### config.mk
export PLATFORM = sky130hd
export DESIGN_NAME = reg_dump_seq
export DESIGN_NICKNAME = d
export VERILOG_FILES = /design/src/rtl/reg_dump_seq.sv
export SDC_FILE = /design/constraint.sdc
export NUM_CORES = 1
export LEC_CHECK = 0
export ABC_AREA = 1
export CAP_MARGIN = 20
export CORE_ASPECT_RATIO = 1.25
export CORE_MARGIN = 1
export CORE_UTILIZATION = 39
export CTS_BUF_LIST = sky130_fd_sc_hd__clkbuf_2 sky130_fd_sc_hd__clkbuf_4 sky130_fd_sc_hd__clkbuf_8
export DETAILED_ROUTE_END_ITERATION = 16
export GPL_TIMING_DRIVEN = 0
export SETUP_SLACK_MARGIN = 0.2
export SYNTH_ARGS = -nofsm -noshare
export SYNTH_HDL_FRONTEND = slang
export SYNTH_SLANG_ARGS = --single-unit
### constraint.sdc
create_clock -name clk -period 2 [get_ports clk]
set_input_delay 0.3 -clock clk [delete_from_list [all_inputs] [get_ports clk]]
set_output_delay 0.3 -clock clk [all_outputs]
set_load 0.02 [all_outputs]
### src/rtl/reg_dump_seq.sv
// rtl/reg_dump_seq.sv - debug register readout sequencer streaming tagged bytes
//
// Walks the debug readout mux through groups A (00/0..15), B (01/0..4) and
// C (11/14, 11/15). Each word is captured once and sent as three bytes:
// {sel,2'b00,reg_sel}, data[15:8], data[7:0].
//
// Ports:
//   clk, reset        clock (rising edge), asynchronous active-high reset
//   start, abort      begin dump (honoured in IDLE), abort (honoured outside IDLE)
//   sel, reg_sel      readout mux group / register select
//   reg_data          word returned by the readout mux
//   tx_data, tx_valid, tx_ready   byte stream
//   busy, done        dump in progress, one-cycle completion pulse
module reg_dump_seq #(
    parameter int unsigned SETTLE           = 1,
    parameter bit          INCLUDE_INTERNAL = 1'b1
) (
    input  logic        clk,
    input  logic        reset,
    input  logic        start,
    input  logic        abort,
    output logic [1:0]  sel,
    output logic [3:0]  reg_sel,
    input  logic [15:0] reg_data,
    output logic [7:0]  tx_data,
    output logic        tx_valid,
    input  logic        tx_ready,
    output logic        busy,
    output logic        done
);

    localparam logic [2:0] ST_IDLE  = 3'd0;
    localparam logic [2:0] ST_SETUP = 3'd1;
    localparam logic [2:0] ST_TAG   = 3'd2;
    localparam logic [2:0] ST_HI    = 3'd3;
    localparam logic [2:0] ST_LO    = 3'd4;
    localparam logic [2:0] ST_DONE  = 3'd5;

    localparam logic [2:0] SETTLE_CNT = 3'(SETTLE);

    logic [2:0]  state;
    logic [2:0]  cnt;
    logic [15:0] cap;
    logic        fire;
    logic        last_addr;
    logic [1:0]  next_sel;
    logic [3:0]  next_reg_sel;

    assign fire = tx_valid && tx_ready;

    // Address successor; only the two group boundaries jump, unmapped codes
    // are skipped entirely.
    always_comb begin
        next_sel     = sel;
        next_reg_sel = reg_sel + 4'd1;
        if (sel == 2'b00 && reg_sel == 4'd15) begin
            next_sel     = 2'b01;
            next_reg_sel = 4'd0;
        end else if (sel == 2'b01 && reg_sel == 4'd4) begin
            next_sel     = 2'b11;
            next_reg_sel = 4'd14;
        end
    end

    always_comb begin
        if (INCLUDE_INTERNAL) begin
            last_addr = (sel == 2'b11) && (reg_sel == 4'd15);
        end else begin
            last_addr = (sel == 2'b00) && (reg_sel == 4'd15);
        end
    end

    always_ff @(posedge clk or posedge reset) begin
        if (reset) begin
            state    <= ST_IDLE;
            cnt      <= 3'd0;
            cap      <= 16'h0000;
            sel      <= 2'b00;
            reg_sel  <= 4'd0;
            tx_data  <= 8'h00;
            tx_valid <= 1'b0;
            busy     <= 1'b0;
            done     <= 1'b0;
        end else if (abort && state != ST_IDLE) begin
            // Abort outranks any transfer happening on this same edge.
            state    <= ST_IDLE;
            cnt      <= 3'd0;
            sel      <= 2'b00;
            reg_sel  <= 4'd0;
            tx_data  <= 8'h00;
            tx_valid <= 1'b0;
            busy     <= 1'b0;
            done     <= 1'b0;
        end else begin
            done <= 1'b0;
            case (state)
                ST_IDLE: begin
                    if (start) begin
                        state   <= ST_SETUP;
                        cnt     <= 3'd0;
                        sel     <= 2'b00;
                        reg_sel <= 4'd0;
                        busy    <= 1'b1;
                    end
                end
                ST_SETUP: begin
                    if (cnt == SETTLE_CNT) begin
                        // Capture once so later reg_data movement cannot
                        // corrupt the bytes still waiting for the link.
                        cap      <= reg_data;
                        tx_data  <= {sel, 2'b00, reg_sel};
                        tx_valid <= 1'b1;
                        state    <= ST_TAG;
                    end else begin
                        cnt <= cnt + 3'd1;
                    end
                end
                ST_TAG: begin
                    if (fire) begin
                        tx_data <= cap[15:8];
                        state   <= ST_HI;
                    end
                end
                ST_HI: begin
                    if (fire) begin
                        tx_data <= cap[7:0];
                        state   <= ST_LO;
                    end
                end
                ST_LO: begin
                    if (fire) begin
                        tx_valid <= 1'b0;
                        tx_data  <= 8'h00;
                        cnt      <= 3'd0;
                        if (last_addr) begin
                            state   <= ST_DONE;
                            sel     <= 2'b00;
                            reg_sel <= 4'd0;
                            busy    <= 1'b0;
                            done    <= 1'b1;
                        end else begin
                            state   <= ST_SETUP;
                            sel     <= next_sel;
                            reg_sel <= next_reg_sel;
                        end
                    end
                end
                ST_DONE: begin
                    state <= ST_IDLE;
                end
                default: begin
                    state    <= ST_IDLE;
                    tx_valid <= 1'b0;
                    busy     <= 1'b0;
                end
            endcase
        end
    end

endmodule

==> results.md, run 1 <==
* Largest net degree at the start of global routing at 40
* F_max at around 590 MHz
* CP required at 1700 ps
* Postcts setup bufs at 0
* Reg2reg start: state[2]
* Tot GR Track Use at 18.0%
* Power density cells at roughly 1300 mW/mm2
* Post-synthesis cell area at approximately 0.0022 mm2
* Ys flop type: dfrtp_1
* Starting Density at 40.7%
* Clock root buffer: clkbuf_8
* Worst path arrival time at 1400 ps
* Unrepaired setup endpoints after global routing: false
* Top post-synthesis cells by area: dfrtp_1, nand2_1, nand3_1
* Routed wire length at 4.98 mm
* Kind of end point of the critical path: output pin
* Maximum VDD drop at 0.417 mV
* Seq pwr share at 33.3%
* Clk sink count at 39
* Slowest-stage cell, CP: clkdlybuf4s50_1
* Die height at 86.3 um
* Synth unique cells at 24
* Critical path launch point type: flip-flop
* Leakage at 1.47 nW
* Syn Nets at 329
* First-pass GRT wire length at 8.51 mm
* Synth warn at 0
* Critical path's top delay family: buffers and inverters
* Drt wl/cell at ~12 um
* TritonCTS buffer count at 5
* Clock Power Share at 18.1%
* Final setup viols at 0
* Die Area at 0.00599 mm2
* Nets at 373
* Max_cap viols at 0
* Residual DRC at 0
* Pins Over Slew Limit at 0
* Sequential area share after synthesis at 44.0%
* Crit path buf inv count at 1
* Synth top area share at 44.0%
* Share of cells above drive strength 1 at 10.9%
* DP HPWL at roughly 3.8 mm
* Tcrit/Tclk final at 84.8%
* Syn Inst Count at roughly 300
* EDFF count, synth at 0
* Switching share of total power at 43.3%
* Routability Congestion at between 0.8 and 0.9
* Antenna diodes at 0
* Crit path kind: flip-flop to output pin
* Worst skew pair latency at 300 ps
* Layout Utilization at 51.1%
* Core area at 0.00544 mm2
* DIE WIDTH at 69.4 um
* TritonRoute pass-1 iters at 4
* Slew margin rel. at a little under half
* Gr ovfl total at 0
* Worst min-delay path class: primary input to async pin
* CP max FO at 7
* Final min period at between 1500 and 2000 ps
* Antenna-violating nets left at 0
* Synth cell count leaders: nand2_1, dfrtp_1, nor2_1
* Synthesis-stage register bit count at 39
* Cell-by-cell trace of the critical path: clkdlybuf4s50_1
* Async SR Flop Fraction at 100%
* Via count at 1979
* Via/cell ratio at around 4.8
* Row Count at 30
* Initial antenna violation count at 0
* FF-to-FF path depth at 8
* Fin Clk Skew at ~6.6 ps
* Count leader, synth: nand2_1
* Post-CTS resize count at 0
* Htree depth at 2
* Slew @ Worst Pin at slightly below 800 ps
* Clk slew on worst S/H paths at around 80 ps
* Ports at 38
* P_sw at about 1.6 mW
* CTS tree: yes
* Outcome: finished, final reports clean
* Layout Area Growth over Synthesis at 25.4%
* Hold Violations, Final at 0
* Synth area leader: dfrtp_1
* Logic pwr share at 48.5%
* Fin area at 0.00278 mm2
* Vias in the first global route at 1843
* Slowest stage delay, CP at between 600 and 700 ps
* Reg-to-reg setup timing slack at 420 ps
* P_int at between 2 and 2.5 mW
* # hold bufs at CTS at 0
* Cell Area, Placed at around 0.0027 mm2
* R2R Path End: cap[2]
* Maximum clock insertion buffer count at 2
* IO buf count at 37
* Starting DRT DRC Count at 111
* Syn avg cell area at 7.29 um2
## cell usage in the layout (no fill, tap or decap), types with 5 or more instances in the layout
cell | Yosys | routed
clkbuf_8 | 0 | 5
clkdlybuf4s50_1 | 0 | 37
dfrtp_1 | 39 | 39
inv_1 | 24 | 23
inv_2 | 4 | 5
nand2_1 | 123 | 123
nand2_2 | 5 | 5
nand3_1 | 22 | 22
nand4_1 | 6 | 6
nor2_1 | 29 | 29
o21ai_0 | 14 | 14
## stage by stage
step / setup TNS [ps] / power (mW) / hold slack, ps / instances / setup WS, ps
after floorplan: 0 / 2.49 / 417 / 304 / 581
after global placement: -2520 / 2.97 / 456 / 405 / -67.1
after detailed placement: 0 / 2.99 / 460 / 405 / 59.6
after CTS: 0 / 3.66 / 481 / 413 / 290
after global routing: 0 / 3.95 / 498 / 413 / 229
final: 0 / 3.62 / 466 / 413 / 304
## kinds of logic (layout without fill, tap and decap cells)
| logic type | count (synthesis) | count (layout) | synth area share (%) |
|---|---|---|---|
| AOI/OAI and AO/OA | 21 | 21 | 4.74 |
| adders and majority gates | 4 | 4 | 2.26 |
| xor gates and xnor gates | 2 | 2 | 0.790 |
| and+or+nand+nor | 203 | 203 | 41.5 |
| DFF | 39 | 39 | 44.0 |
| buffers and inverters | 35 | 80 | 6.66 |
## power by group through the flow
stage	sequential (mW)	combinational, mW	clock [mW]
3_3_place_gp	1.22	1.75	0
4_1_cts	1.21	1.77	0.681
6_report	1.21	1.76	0.656
5_1_grt	1.24	2.00	0.705
2_1_floorplan	1.26	1.23	0
3_5_place_dp	1.22	1.77	0
## per-layer routing
metal	track usage [%]	up-vias	wire (um)
met1	23.0	900	2350
met2	30.2	35	2360
li1	-	1036	-
met4	8.35	0	95
met5	0	-	0
met3	2.56	8	181
## cell type report
class	count	area (um2)
repair buffers	37	370
clock buffers	5	68.8
plain buffers	7	42.5
well taps	64	80.1
multi-input cells	230	1090
fillers	559	2660
flip-flops and latches	39	976
inverters	28	105
clock inverters	3	43.8
## flip-flops by register name (all words and copies together), names as in the netlist
name      count
reg_sel       4
sel           2
done          1
busy          1
tx_valid      1
cap          16
cnt           3
tx_data       8
state         3
## worst max path at each step
stage	start	end	cells after the start
after global placement	reset	cap[2]	2
final	reg_sel[3]	reg_sel[3]	1
after detailed placement	abort	cap[2]	8
after floorplan	reg_sel[0]	sel[0]	9
after global routing	abort	cap[15]	8
after CTS	reg_sel[3]	reg_sel[3]	1
Power figures use the tool's default switching activity.
==> run 2, diff against run 1 <==
==> constraint.sdc (replaced) <==
create_clock -name clk -period 1.4 [get_ports clk]
set_input_delay 0.21 -clock clk [delete_from_list [all_inputs] [get_ports clk]]
set_output_delay 0.21 -clock clk [all_outputs]
set_load 0.02 [all_outputs]
==> run 2 against run 1 <==
- the run now ends with setup timing left
- sequential share of layout area fell by 5.0 points
- sequential power rose by 45%
- highest routed layer unchanged
- cell count rose by 7.0%
- critical endpoint is now tx_data[6]
- routed wire length rose by 14%
- die area did not move
- flip-flop and latch count did not move
- total power rose by 62%
- clock power rose by 19%
- utilization rose by 8.8 points
- register-to-register slack got worse by 450 ps
==> results.md, run 2 (synthesis results as in run 1) <==
* Unrepaired setup endpoints after global routing: true
* Routability Congestion at 0.818
* Initial antenna violation count at 0
* Number of flip-flops in the largest register at 16
* First-pass GRT wire length at ~9.6 mm
* Nets at approximately 400
* Violated checks: setup timing
* Core area at 0.00544 mm2
* Kind of end point of the critical path: flip-flop
* Clk sink count at 39
* Gr ovfl total at 0
* Critical path launch point type: flip-flop
* Worst min-delay path class: primary input to async pin
* Slowest-stage cell, CP: dfrtp_1
* Power density cells at approximately 1800 mW/mm2
* Die height at 86.3 um
* Layout Area Growth over Synthesis at 47.1%
* Worst skew pair latency at 290 ps
* Largest register by flop count: cap
* Via count at roughly 2100
* Most common cell after layout, fill and taps aside: nand2_1
* Starting DRT DRC Count at around 120
* Max_cap viols at 0
* CP required at 1640 ps
* FF-to-FF path depth at 10
* Slew margin rel. at 45.3%
* F_max at 699 MHz
* CP dominant cell by count: nand2_1
* Slowest stage delay, CP at 370 ps
* Vias in the first global route at 2121
* DIE WIDTH at roughly 69 um
* Antenna-violating nets left at 0
* Share of cells above drive strength 1 at 34.7%
* Routed wire length at around 5.7 mm
* Slew @ Worst Pin at 819 ps
* Leakage at roughly 1.7 nW
* Outcome: finished with violations
* IO buf count at 37
* Post-placement cell count at 405
* TritonCTS buffer count at 5
* Largest net degree at the start of global routing at 40
* Residual DRC at 0
* Crit path kind: flip-flop to flip-flop
* Fillers at 488
* Largest regs: cap: 16 flops, tx_data: 8 flops, reg_sel: 4 flops
* TritonRoute pass-1 iters at 4
* Via/cell ratio at 4.84
* CP max FO at 8
* Fin worst setup slack at -30.9 ps
* Cell-by-cell trace of the critical path: buf_6 -> inv_4 -> nand2_2 -> nand2_1 -> nand2_1 -> nand2_2 -> nand2_4 -> nor2_4 -> nand2_1 -> nand2_1
* Antenna diodes at 0
* DP HPWL at 3.67 mm
* Fin Clk Skew at 5.31 ps
* Ports at 38
* Tcrit/Tclk final at 102%
* CTS tree: yes
* Row Count at 30
* Layout Utilization at between 50% and 60%
* Die Area at about 0.0060 mm2
* Hold Violations, Final at 0
* Layout Cells excl Fill at ~440
* Most frequent cells in the layout: nand2_1, dfrtp_1, nand2_2, nor2_1, buf_4
* Tot GR Track Use at 20.1%
* Maximum VDD drop at roughly 0.9 mV
* Drt wl/cell at ~13 um
* Htree depth at 2
* Multi-input logic area at 0.00133 mm2
* Clk slew on worst S/H paths at 80 ps
* Starting Density at 40.7%
* Maximum clock insertion buffer count at 2
* Clock root buffer: clkbuf_8
* Hold WS at about 390 ps
* Final min period at 1430 ps
* Pins Over Slew Limit at 0
* FF/Latch Area at 982 um2
* Worst path arrival time at around 1700 ps
* Final setup viols at 19
## run 2: final timing paths
| path | startpoint | endpoint | slack [ps] |
|---|---|---|---|
| worst max-delay path | state[1] | tx_data[6] | -30 |
| worst max register to register | state[1] | tx_data[6] | -30 |
| worst min-delay path | reset | cap[11] | 390 |
| min in group clk | reg_data[15] | cap[15] | 440 |
| max in group asynchronous | reset | state[0] | 440 |
| worst min register to register | tx_data[7] | tx_data[7] | 480 |
## run 2: what timing repair did
item / 4_1_cts / 5_1_grt
hold buffers: 0 / 0
endpoints found under the hold margin: 0 / 0
gates cloned: 2 / 1
pin swaps: 22 / 18
buffers inserted: 23 / 4
endpoints found under the setup margin: 56 / 46
gates resized for setup: 79 / 33
## run 2: power by group
group / total [mW] / switching (mW) / internal [mW]
sequential: 1.75 / 0.240 / 1.51
combinational: 3.33 / 2.00 / 1.33
clock: 0.781 / 0.394 / 0.387
## run 2: critical path: cells and delay by family (launching register included)
family / cells / cell delay, ps
simple gates: 8 / 780
buf+inv: 2 / 210
flops: 1 / 370
## run 2: routing by layer
metal | global-route usage (%) | wire (um) | part of all wire [%] | up-vias
li1 | - | - | - | 1100
met4 | 8.53 | 96 | 1.7 | 0
met2 | 35.7 | 2950 | 52 | 42
met1 | 24.1 | 2470 | 44 | 991
met3 | 3.14 | 159 | 2.8 | 8
met5 | 0 | 0 | 0 | -
## run 2: stage by stage
step | worst slack (ps) | TNS [ps] | cell area [um2] | total power, mW
floorplan | 107 | 0 | 2320 | 3.69
global route | -110 | -2630 | 3260 | 6.31
global placement | -726 | -35740 | 2770 | 4.37
detailed placement | -405 | -11900 | 2770 | 4.40
CTS | -7.84 | -41.6 | 3170 | 5.68
finish | -30.9 | -283 | 3260 | 5.86
## run 2: layout make-up
class	instances	share of cell area (%)
Sequential cell	39	30.1
Tap cell	64	2.46
Buffer	7	2.19
Inverter	28	3.53
Multi-Input combinational cell	232	40.7
Clock buffer	6	2.53
Timing Repair Buffer	65	18.3
Clock inverter	1	0.153
==> run 3, diff against run 2 <==
==> constraint.sdc (replaced) <==
create_clock -name clk -period 1.5 [get_ports clk]
set_input_delay 0.225 -clock clk [delete_from_list [all_inputs] [get_ports clk]]
set_output_delay 0.225 -clock clk [all_outputs]
set_load 0.02 [all_outputs]
==> run 3 against run 2 <==
- the flow now finishes without violations
- routed wire length shrank 0.97%
- critical endpoint is now cap[8]
- worst setup slack gained 45 ps
- utilization grew 1.7 points
- largest power group unchanged
- clock power grew 15%
- maximum frequency shrank 3.7%
- die area is the same
- hold slack gained 3.8 ps
- cell count grew 0.23%
- global-route usage shrank 0.82 points
- cell area grew 2.8%
==> results.md, run 3 (synthesis results as in run 1) <==
* Antenna-violating nets left at 0
* Outcome: finished, final reports clean
* Maximum VDD drop at 0.817 mV
* Gr ovfl total at 0
* Clock root buffer: clkbuf_8
* Initial antenna violation count at 0
* Largest regs: cap: 16 flops, tx_data: 8 flops, reg_sel: 4 flops
* Fin worst setup slack at 13.6 ps
* Share of cells above drive strength 1 at between 30% and 40%
* Number of flip-flops in the largest register at 16
* Leakage at ~1.7 nW
* Routed wire length at between 5 and 6 mm
* CTS tree: yes
* Starting DRT DRC Count at 77
* Clk sink count at 39
* Slowest-stage cell, CP: dfrtp_1
* First-pass GRT wire length at 9.23 mm
* Worst skew pair latency at 300 ps
* Pins Over Slew Limit at 0
* Crit path kind: flip-flop to flip-flop
* Crit path buf inv count at 3
* DIE WIDTH at approximately 70 um
* Pre-CTS setup slack at -345 ps
* Antenna diodes at 0
* Drt wl/cell at 12.7 um
* Worst path arrival time at about 1700 ps
* TritonRoute pass-1 iters at 4
* Layout Area Growth over Synthesis at 51.2%
* Layout Utilization at roughly three fifths
* Vias in the first global route at 2040
* Tot GR Track Use at 19.3%
* CP required at ~1700 ps
* Final setup viols at 0
* Most common cell after layout, fill and taps aside: nand2_1
* Fin area at 0.00335 mm2
* Cell Area, Placed at roughly 0.0027 mm2
* Ports at 38
* Tot Pwr at about 5.9 mW
* Final TNS setup at 0 ps
* Die height at 86.3 um
* Routability Congestion at slightly above 0.8
* Slew margin rel. at 46.1%
* Largest register by flop count: cap
* Die Area at around 0.0060 mm2
* F_max at 673 MHz
* Max_cap viols at 0
* Worst min-delay path class: primary input to async pin
* Final min period at 1490 ps
* Row Count at 30
* Fin Clk Skew at 5.62 ps
* Fillers at 501
* Critical path's top delay family: simple AND/OR/NAND/NOR gates
* TritonCTS buffer count at 5
* Maximum clock insertion buffer count at 2
* Critical path launch point type: flip-flop
* DP HPWL at 3.69 mm
* Unrepaired setup endpoints after global routing: true
* Slew @ Worst Pin at 807 ps
* Cell-by-cell trace of the critical path: buf_6 -> nor2_8 -> nand3_4 -> nor2_4 -> inv_2 -> buf_8 -> nand2_2 -> nand2_1
* CP max FO at 10
* Power density cells at 1770 mW/mm2
* Clk slew on worst S/H paths at around 80 ps
* Core area at between 0.005 and 0.006 mm2
* Slowest stage delay, CP at 380 ps
* Most frequent cells in the layout: nand2_1, dfrtp_1, nand2_2, nor2_1, clkdlybuf4s50_1
* Via count at 2134
* Tcrit/Tclk final at 99.1%
* Largest net degree at the start of global routing at 40
* Kind of end point of the critical path: flip-flop
* IO buf count at 37
* Htree depth at 2
* Residual DRC at 0
* Starting Density at 40.7%
* Nets at 403
* Hold Violations, Final at 0
* Via/cell ratio at 4.82
[run 3: cell count changes in the layout (fill, tap and decap cells not counted), moves of 3 or more]
cell	change
buf_4	-5
dlygate4sd2_1	+11
nand2_1	-9
nand2_4	+5
o21ai_0	-4
clkdlybuf4s15_1	-6
nand2_2	+5
buf_2	-3
[run 3: repair_timing]
action / CTS / global route
pin swaps: 16 / 14
gates cloned: 2 / 2
endpoints found under the hold margin: 0 / 0
hold buffers: 0 / 0
buffers inserted: 19 / 7
setup endpoints to repair: 55 / 43
resized for setup: 72 / 61
[run 3: worst paths after layout]
check / startpoint / slack, ps / to / depth (start not counted)
setup / recovery: state[2] / 10 / cap[8] / 8
hold / removal: reset / 390 / cap[14] / 2
setup reg to reg: state[2] / 10 / cap[8] / 8
hold reg to reg: tx_data[5] / 480 / tx_data[5] / 2
max in group asynchronous: reset / 540 / state[0] / 2
min in group clk: reg_data[7] / 460 / cap[7] / 3
[run 3: area by class of cell]
class / count / area (um2) / share of cell area, %
flip-flops and latches: 39 / 982 / 29.3
clock inverters: 3 / 43.8 / 1.31
multi-input cells: 232 / 1380 / 41.1
repair buffers: 65 / 612 / 18.3
clock buffers: 5 / 68.8 / 2.05
well taps: 64 / 80.1 / 2.39
plain buffers: 7 / 70.1 / 2.09
inverters: 28 / 118 / 3.51
[run 3: worst register-to-register path: cells and delay by family (launching register included)]
family                 cells  cell delay [ps]
buffers and inverters      3              400
and+or+nand+nor            5              600
DFF                        1              380
[run 3: metal layers]
| metal | wire, um | GRT usage [%] |
|---|---|---|
| met2 | 2760 | 32.5 |
| met3 | 149 | 2.91 |
| met5 | 0 | 0 |
| met1 | 2640 | 24.7 |
| met4 | 73 | 8.35 |
[run 3: through the flow]
step           cells  hold slack [ps]
2_1_floorplan    304              342
3_3_place_gp     405              459
3_5_place_dp     405              462
4_1_cts          434              438
5_1_grt          443              466
6_report         443              394
[run 3: power by group]
| part | leakage [nW] | switching [mW] | internal [mW] |
|---|---|---|---|
| clock | 0.0581 | 0.400 | 0.495 |
| combinational | 1.15 | 1.97 | 1.42 |
| sequential | 0.506 | 0.246 | 1.41 |
| total | 1.72 | 2.61 | 3.33 |
